**config.mk**
```make
export PLATFORM = sky130hd
export DESIGN_NAME = rib_dma
export DESIGN_NICKNAME = d
export VERILOG_FILES = /design/src/rtl/rib_dma_pkg.sv /design/src/rtl/rib_dma.sv
export SDC_FILE = /design/constraint.sdc
export NUM_CORES = 1
export LEC_CHECK = 0
export BUFFER_PORTS_ARGS = -buffer_cell sky130_fd_sc_hd__buf_2
export CORE_MARGIN = 2
export CORE_UTILIZATION = 55
export CTS_CLUSTER_DIAMETER = 200
export DETAILED_ROUTE_END_ITERATION = 10
export PLACE_DENSITY = 0.87
export SYNTH_ARGS = -nofsm -noshare
export SYNTH_HDL_FRONTEND = slang
export SYNTH_SLANG_ARGS = --single-unit
```
**constraint.sdc**
```tcl
create_clock -name clk -period 9.1 [get_ports clk]
set_input_delay 1.82 -clock clk [delete_from_list [all_inputs] [get_ports clk]]
set_output_delay 1.82 -clock clk [all_outputs]
set_load 0.005 [all_outputs]
```
**src/rtl/rib_dma_pkg.sv**
```systemverilog
`default_nettype none
// ============================================================================
//  Module  : rib_dma_pkg
//  Purpose : Shared definitions for the RIB DMA copy engine.
//            - Bus widths (memory data and address).
//            - Register byte offsets and CTRL/STATUS bit indices.
//            - FSM state encoding.
//            - Word-alignment helper.
//  Ports   : none (package)
//  Rev     : 1.0  initial release
// ============================================================================
package rib_dma_pkg;

    localparam int MEM_W  = 32;
    localparam int ADDR_W = 32;

    // Register byte offsets within the slave window
    localparam logic [7:0] DMA_CTRL   = 8'h00;
    localparam logic [7:0] DMA_STATUS = 8'h04;
    localparam logic [7:0] DMA_SRC    = 8'h08;
    localparam logic [7:0] DMA_DST    = 8'h0C;
    localparam logic [7:0] DMA_LEN    = 8'h10;
    localparam logic [7:0] DMA_CNT    = 8'h14;

    // CTRL bits
    localparam int CTRL_START  = 0;
    localparam int CTRL_IRQ_EN = 1;
    localparam int CTRL_ABORT  = 2;

    // STATUS bits
    localparam int STAT_BUSY    = 0;
    localparam int STAT_DONE    = 1;
    localparam int STAT_ABORTED = 2;

    localparam logic [ADDR_W-1:0] WORD_STEP = 32'd4;

    typedef enum logic [1:0] {
        ST_IDLE = 2'd0,
        ST_RD   = 2'd1,
        ST_WR   = 2'd2
    } dma_state_e;

    function automatic logic [ADDR_W-1:0] word_align(input logic [ADDR_W-1:0] a);
        return {a[ADDR_W-1:2], 2'b00};
    endfunction

endpackage
`default_nettype wire

```
**src/rtl/rib_dma.sv**
```systemverilog
`default_nettype none
// ============================================================================
//  Module  : rib_dma
//  Purpose : Word-granular memory-to-memory copy engine. Programmed through
//            a RIB slave register port; streams LEN words SRC->DST as
//            alternating read/write beats on its RIB master port.
//  Ports   : clk, rst (async, active-high)
//            slave : we_i, addr_i, data_i, data_o (combinational read)
//            master: m_req_o, m_we_o, m_addr_o, m_data_o, m_data_i, m_gnt_i
//            int_o : level interrupt = STATUS.done & CTRL.irq_en
//  Rev     : 1.0  initial release
// ============================================================================
module rib_dma
    import rib_dma_pkg::*;
#(
    parameter int LEN_W  = 16,
    parameter int REG_AW = 8
) (
    input  logic              clk,
    input  logic              rst,
    input  logic              we_i,
    input  logic [ADDR_W-1:0] addr_i,
    input  logic [MEM_W-1:0]  data_i,
    output logic [MEM_W-1:0]  data_o,
    output logic              m_req_o,
    output logic              m_we_o,
    output logic [ADDR_W-1:0] m_addr_o,
    output logic [MEM_W-1:0]  m_data_o,
    input  logic [MEM_W-1:0]  m_data_i,
    input  logic              m_gnt_i,
    output logic              int_o
);

    dma_state_e        state_q;
    logic              irq_en_q, done_q, aborted_q;
    logic [ADDR_W-1:0] src_q, dst_q, cur_src_q, cur_dst_q;
    logic [LEN_W-1:0]  len_q, cnt_q;
    logic              m_req_q, m_we_q;
    logic [ADDR_W-1:0] m_addr_q;
    logic [MEM_W-1:0]  m_data_q;   // doubles as the read->write word buffer

    // Slave address decode
    logic [REG_AW-1:0] w_off;
    logic w_sel_ctrl, w_sel_stat, w_sel_src, w_sel_dst, w_sel_len, w_sel_cnt;
    logic w_busy, w_start, w_abort, w_beat, w_last;
    logic w_unused_addr;

    assign w_off      = addr_i[REG_AW-1:0];
    assign w_sel_ctrl = (w_off == REG_AW'(DMA_CTRL));
    assign w_sel_stat = (w_off == REG_AW'(DMA_STATUS));
    assign w_sel_src  = (w_off == REG_AW'(DMA_SRC));
    assign w_sel_dst  = (w_off == REG_AW'(DMA_DST));
    assign w_sel_len  = (w_off == REG_AW'(DMA_LEN));
    assign w_sel_cnt  = (w_off == REG_AW'(DMA_CNT));
    assign w_unused_addr = ^addr_i[ADDR_W-1:REG_AW];

    assign w_busy  = (state_q != ST_IDLE);
    assign w_start = we_i & w_sel_ctrl & data_i[CTRL_START] & ~w_busy;
    assign w_abort = we_i & w_sel_ctrl & data_i[CTRL_ABORT] & w_busy;
    assign w_beat  = m_req_q & m_gnt_i;
    assign w_last  = (cnt_q == LEN_W'(1));

    assign m_req_o  = m_req_q;
    assign m_we_o   = m_we_q;
    assign m_addr_o = m_addr_q;
    assign m_data_o = m_data_q;
    assign int_o    = done_q & irq_en_q;

    // Register read mux; start/abort are write-only strobes and read as 0
    always_comb begin
        data_o = '0;
        if (w_sel_ctrl) begin
            data_o[CTRL_IRQ_EN] = irq_en_q;
        end else if (w_sel_stat) begin
            data_o[STAT_BUSY]    = w_busy;
            data_o[STAT_DONE]    = done_q;
            data_o[STAT_ABORTED] = aborted_q;
        end else if (w_sel_src) begin
            data_o = src_q;
        end else if (w_sel_dst) begin
            data_o = dst_q;
        end else if (w_sel_len) begin
            data_o = MEM_W'(len_q);
        end else if (w_sel_cnt) begin
            data_o = MEM_W'(cnt_q);
        end
    end

    always_ff @(posedge clk or posedge rst) begin
        if (rst) begin
            state_q   <= ST_IDLE;
            irq_en_q  <= 1'b0;
            done_q    <= 1'b0;
            aborted_q <= 1'b0;
            src_q     <= '0;
            dst_q     <= '0;
            len_q     <= '0;
            cnt_q     <= '0;
            cur_src_q <= '0;
            cur_dst_q <= '0;
            m_req_q   <= 1'b0;
            m_we_q    <= 1'b0;
            m_addr_q  <= '0;
            m_data_q  <= '0;
        end else begin
            if (we_i && w_sel_ctrl) begin
                irq_en_q <= data_i[CTRL_IRQ_EN];
            end
            // W1C comes first so a same-cycle set further down wins
            if (we_i && w_sel_stat) begin
                if (data_i[STAT_DONE])    done_q    <= 1'b0;
                if (data_i[STAT_ABORTED]) aborted_q <= 1'b0;
            end
            // Transfer parameters are frozen while a copy is running
            if (we_i && !w_busy) begin
                if (w_sel_src) src_q <= word_align(data_i);
                if (w_sel_dst) dst_q <= word_align(data_i);
                if (w_sel_len) len_q <= data_i[LEN_W-1:0];
            end

            case (state_q)
                ST_IDLE: begin
                    if (w_start) begin
                        if (len_q != '0) begin
                            cur_src_q <= src_q;
                            cur_dst_q <= dst_q;
                            cnt_q     <= len_q;
                            state_q   <= ST_RD;
                            m_req_q   <= 1'b1;
                            m_we_q    <= 1'b0;
                            m_addr_q  <= src_q;
                        end else begin
                            done_q <= 1'b1;
                        end
                    end
                end
                ST_RD: begin
                    if (w_beat) begin
                        m_data_q  <= m_data_i;
                        cur_src_q <= cur_src_q + WORD_STEP;
                        state_q   <= ST_WR;
                        m_we_q    <= 1'b1;
                        m_addr_q  <= cur_dst_q;
                    end
                    if (w_abort) begin
                        state_q   <= ST_IDLE;
                        m_req_q   <= 1'b0;
                        m_we_q    <= 1'b0;
                        aborted_q <= 1'b1;
                    end
                end
                ST_WR: begin
                    if (w_beat) begin
                        cur_dst_q <= cur_dst_q + WORD_STEP;
                        cnt_q     <= cnt_q - LEN_W'(1);
                        if (w_last) begin
                            state_q <= ST_IDLE;
                            m_req_q <= 1'b0;
                            m_we_q  <= 1'b0;
                            done_q  <= 1'b1;
                        end else begin
                            state_q  <= ST_RD;
                            m_we_q   <= 1'b0;
                            m_addr_q <= cur_src_q;
                        end
                    end
                    // An abort racing the final write is moot: the copy completed
                    if (w_abort && !(w_beat && w_last)) begin
                        state_q   <= ST_IDLE;
                        m_req_q   <= 1'b0;
                        m_we_q    <= 1'b0;
                        aborted_q <= 1'b1;
                    end
                end
                default: begin
                    state_q <= ST_IDLE;
                    m_req_q <= 1'b0;
                    m_we_q  <= 1'b0;
                end
            endcase
        end
    end

endmodule
`default_nettype wire

```
==> results.json <==
{
  "grt_pass1_vias": 10400,
  "coreArea_um2": 21200,
  "globalplace.congestion": 0.886,
  "cp_num_buf_inv": 2,
  "synthesis.nets": 1269,
  "finalHoldViolCount": 0,
  "p_leak_nw": 6.39,
  "swShare_pct": 39.6,
  "synth_edf_count": 0,
  "p_per_area_nw_per_um2": 312,
  "final_common_cell": "dfrtp_1",
  "track_usage_pct": 29.7,
  "gr-usage-met2_pct": 49.6,
  "drive_above_1_share_pct": 29.0,
  "final_cell_mix": "dfrtp_1, buf_2, a21oi_1",
  "synth_cell_types": 72,
  "crit_arrival_ns": 4.19,
  "viasPerCell": 6.64,
  "h-tree-depth": 1,
  "async_flop_share_pct": 100,
  "cp.required_ns": 7.28,
  "grt_pass1_wl_mm": 53.9,
  "cts-root-buf": "clkbuf_16",
  "start_kind": "input pin",
  "slowest_stage": "nand2_1",
  "syn_avg_cell_area_um2": 10.3,
  "portBuffers": 174,
  "pwr-share-seq_pct": 36.1,
  "vias": 10400,
  "fillers": 1581,
  "synth_cells": 1161,
  "path_cells": "buf_2 > or3_1 > nor4_1 > nand2_1 > o22ai_1 > buf_2",
  "design_area_um2": 13700,
  "clock_path_buffers": 3,
  "synth-seq-cells": 222,
  "relSlewSlack_pct": 21.4,
  "overflow": 0,
  "postRouteAntennaNets": 0,
  "p_int_mw": 2.57,
  "pwr-share-comb_pct": 40.0,
  "initial_core_util_pct": 56.4,
  "tritoncts": "done",
  "path_clk_slew_ns": 0.06,
  "io_pins": 199,
  "cts_sinks": 222,
  "die_y_um": 151,
  "fmax_mhz": 166,
  "hold_buffers": 0,
  "rows": 53,
  "switchingPower_mw": 1.69,
  "p_total_mw": 4.26,
  "yosysSeqAreaShare_pct": 46.6,
  "first_pass_iters": 7,
  "die_area_um2": 22900,
  "ir_drop_mv": 0.275,
  "cts_buffers": 24,
  "die_x_um": 151,
  "clk_latency_ns": 0.52,
  "place_area_um2": 12800,
  "wire_per_inst_um": 21.7,
  "yosys_warnings": 0,
  "path_delay_family": "simple AND/OR/NAND/NOR gates",
  "path_common_cell": "buf_2",
  "drt_iter0_drc": 1520,
  "nets": 1388,
  "outcome": "completed",
  "hpwlAfterDp_mm": 22.0,
  "globalRouteMet3Util_pct": 6.02,
  "maxSlewViolCount": 0,
  "tns_ns": 0,
  "end_kind": "primary output",
  "maxCapViolations": 0,
  "path_class": "in2out",
  "worst_clock_skew_ns": 0.0113,
  "clockPowerShare_pct": 23.9,
  "drt_wl_total_mm": 34.2,
  "fin_crit_sh_pct": 66.0,
  "worst_slew_pin_slew_ns": 1.18,
  "hold_path.class": "reg2reg",
  "synth_ff_type": "dfrtp_1",
  "slowest_delay_ns": 0.59,
  "areaGrowthSynthToFinish_pct": 14.6,
  "met1_usage_pct": 38.6,
  "setup_viol": 0,
  "rsz0062_at_grt": "false",
  "ctsResizeCount": 0,
  "busiest_layer": "met2",
  "grt_max_degree": 141,
  "cts_setup_buffers": 0,
  "antenna_found_initial": 1,
  "min_period_ns": 6.01,
  "synthesis.area_um2": 11900,
  "path_max_fanout": 15,
  "drc_errors": 0
}
## synth_stat cells (all sizes together) (26+ instances only)
cell type    n  area, µm²
o22ai       47        300
nand3       40        200
a21oi      117        586
clkbuf      64        240
nor2        82        310
buf         29        198
nand2       70        263
nand4       26        163
mux2i       46        460
a22oi       33        248
mux2       142       1670
o21ai       49        245
dfrtp      222       5560
## stage by stage
stage	cells	util (%)	hold slack (ns)	setup WS (ns)
final	1573	64.6	0.487	3.09
after detailed placement	1529	60.7	0.478	3.18
after global placement	1529	60.7	0.465	3.33
after floorplan	1161	-	0.446	1.20
after global routing	1572	64.6	0.508	2.97
after CTS	1572	64.6	0.491	3.16
## final timing paths
kind	startpoint	to	slack (ns)	depth (start not counted)
min reg2reg	m_addr_o[18]	m_addr_o[18]	0.49	1
max reg2reg	state_q[1]	cur_src_q[29]	5.61	8
max in group asynchronous	rst	cnt_q[11]	5.89	3
max	addr_i[1]	data_o[11]	3.09	6
min in group asynchronous	rst	m_data_o[9]	1.52	2
min	m_addr_o[18]	m_addr_o[18]	0.49	1
## per-layer routing
metal  routed length (µm)  vias to the layer above
li1                     -                     4567
met1                12800                     5052
met2                16500                      700
met3                 3710                      118
met4                 1080                        2
met5                   13                        -
## flip-flops by register name, summed over array words and instances (netlist names), 2 cells and up
signal	cells
cnt_q	16
cur_dst_q	30
cur_src_q	30
dst_q	30
len_q	16
m_addr_o	31
m_data_o	32
src_q	30
state_q	2
## logic make-up (layout without fill, tap and decap cells)
| group | Yosys count | count (layout) | synth area share (%) |
|---|---|---|---|
| other cells | 0 | 1 | 0 |
| buf+inv | 110 | 246 | 4.20 |
| fa+ha+maj | 8 | 8 | 0.839 |
| mux | 188 | 188 | 17.9 |
| compound gates | 328 | 328 | 17.6 |
| simple gates | 305 | 305 | 12.9 |
| flops | 222 | 222 | 46.6 |
## power groups by stage
stage / clock, mW / combinational, mW / sequential [mW]
2_1_floorplan: 0 / 1.31 / 1.44
3_3_place_gp: 0 / 1.57 / 1.52
3_5_place_dp: 0 / 1.65 / 1.54
4_1_cts: 1.03 / 1.67 / 1.52
5_1_grt: 1.06 / 1.86 / 1.57
6_report: 1.02 / 1.71 / 1.54
## final cells by class
cell class | count | area (µm²) | share of cell area, %
flip-flops and latches | 222 | 5560 | 40.6
clock inverters | 7 | 113 | 0.824
diodes | 1 | 2.50 | 0.0183
repair buffers | 186 | 961 | 7.03
inverters | 17 | 71.3 | 0.522
multi-input cells | 829 | 5920 | 43.3
clock buffers | 36 | 707 | 5.17
well taps | 275 | 344 | 2.52
Note: power is estimated with default switching activity, not from simulation.
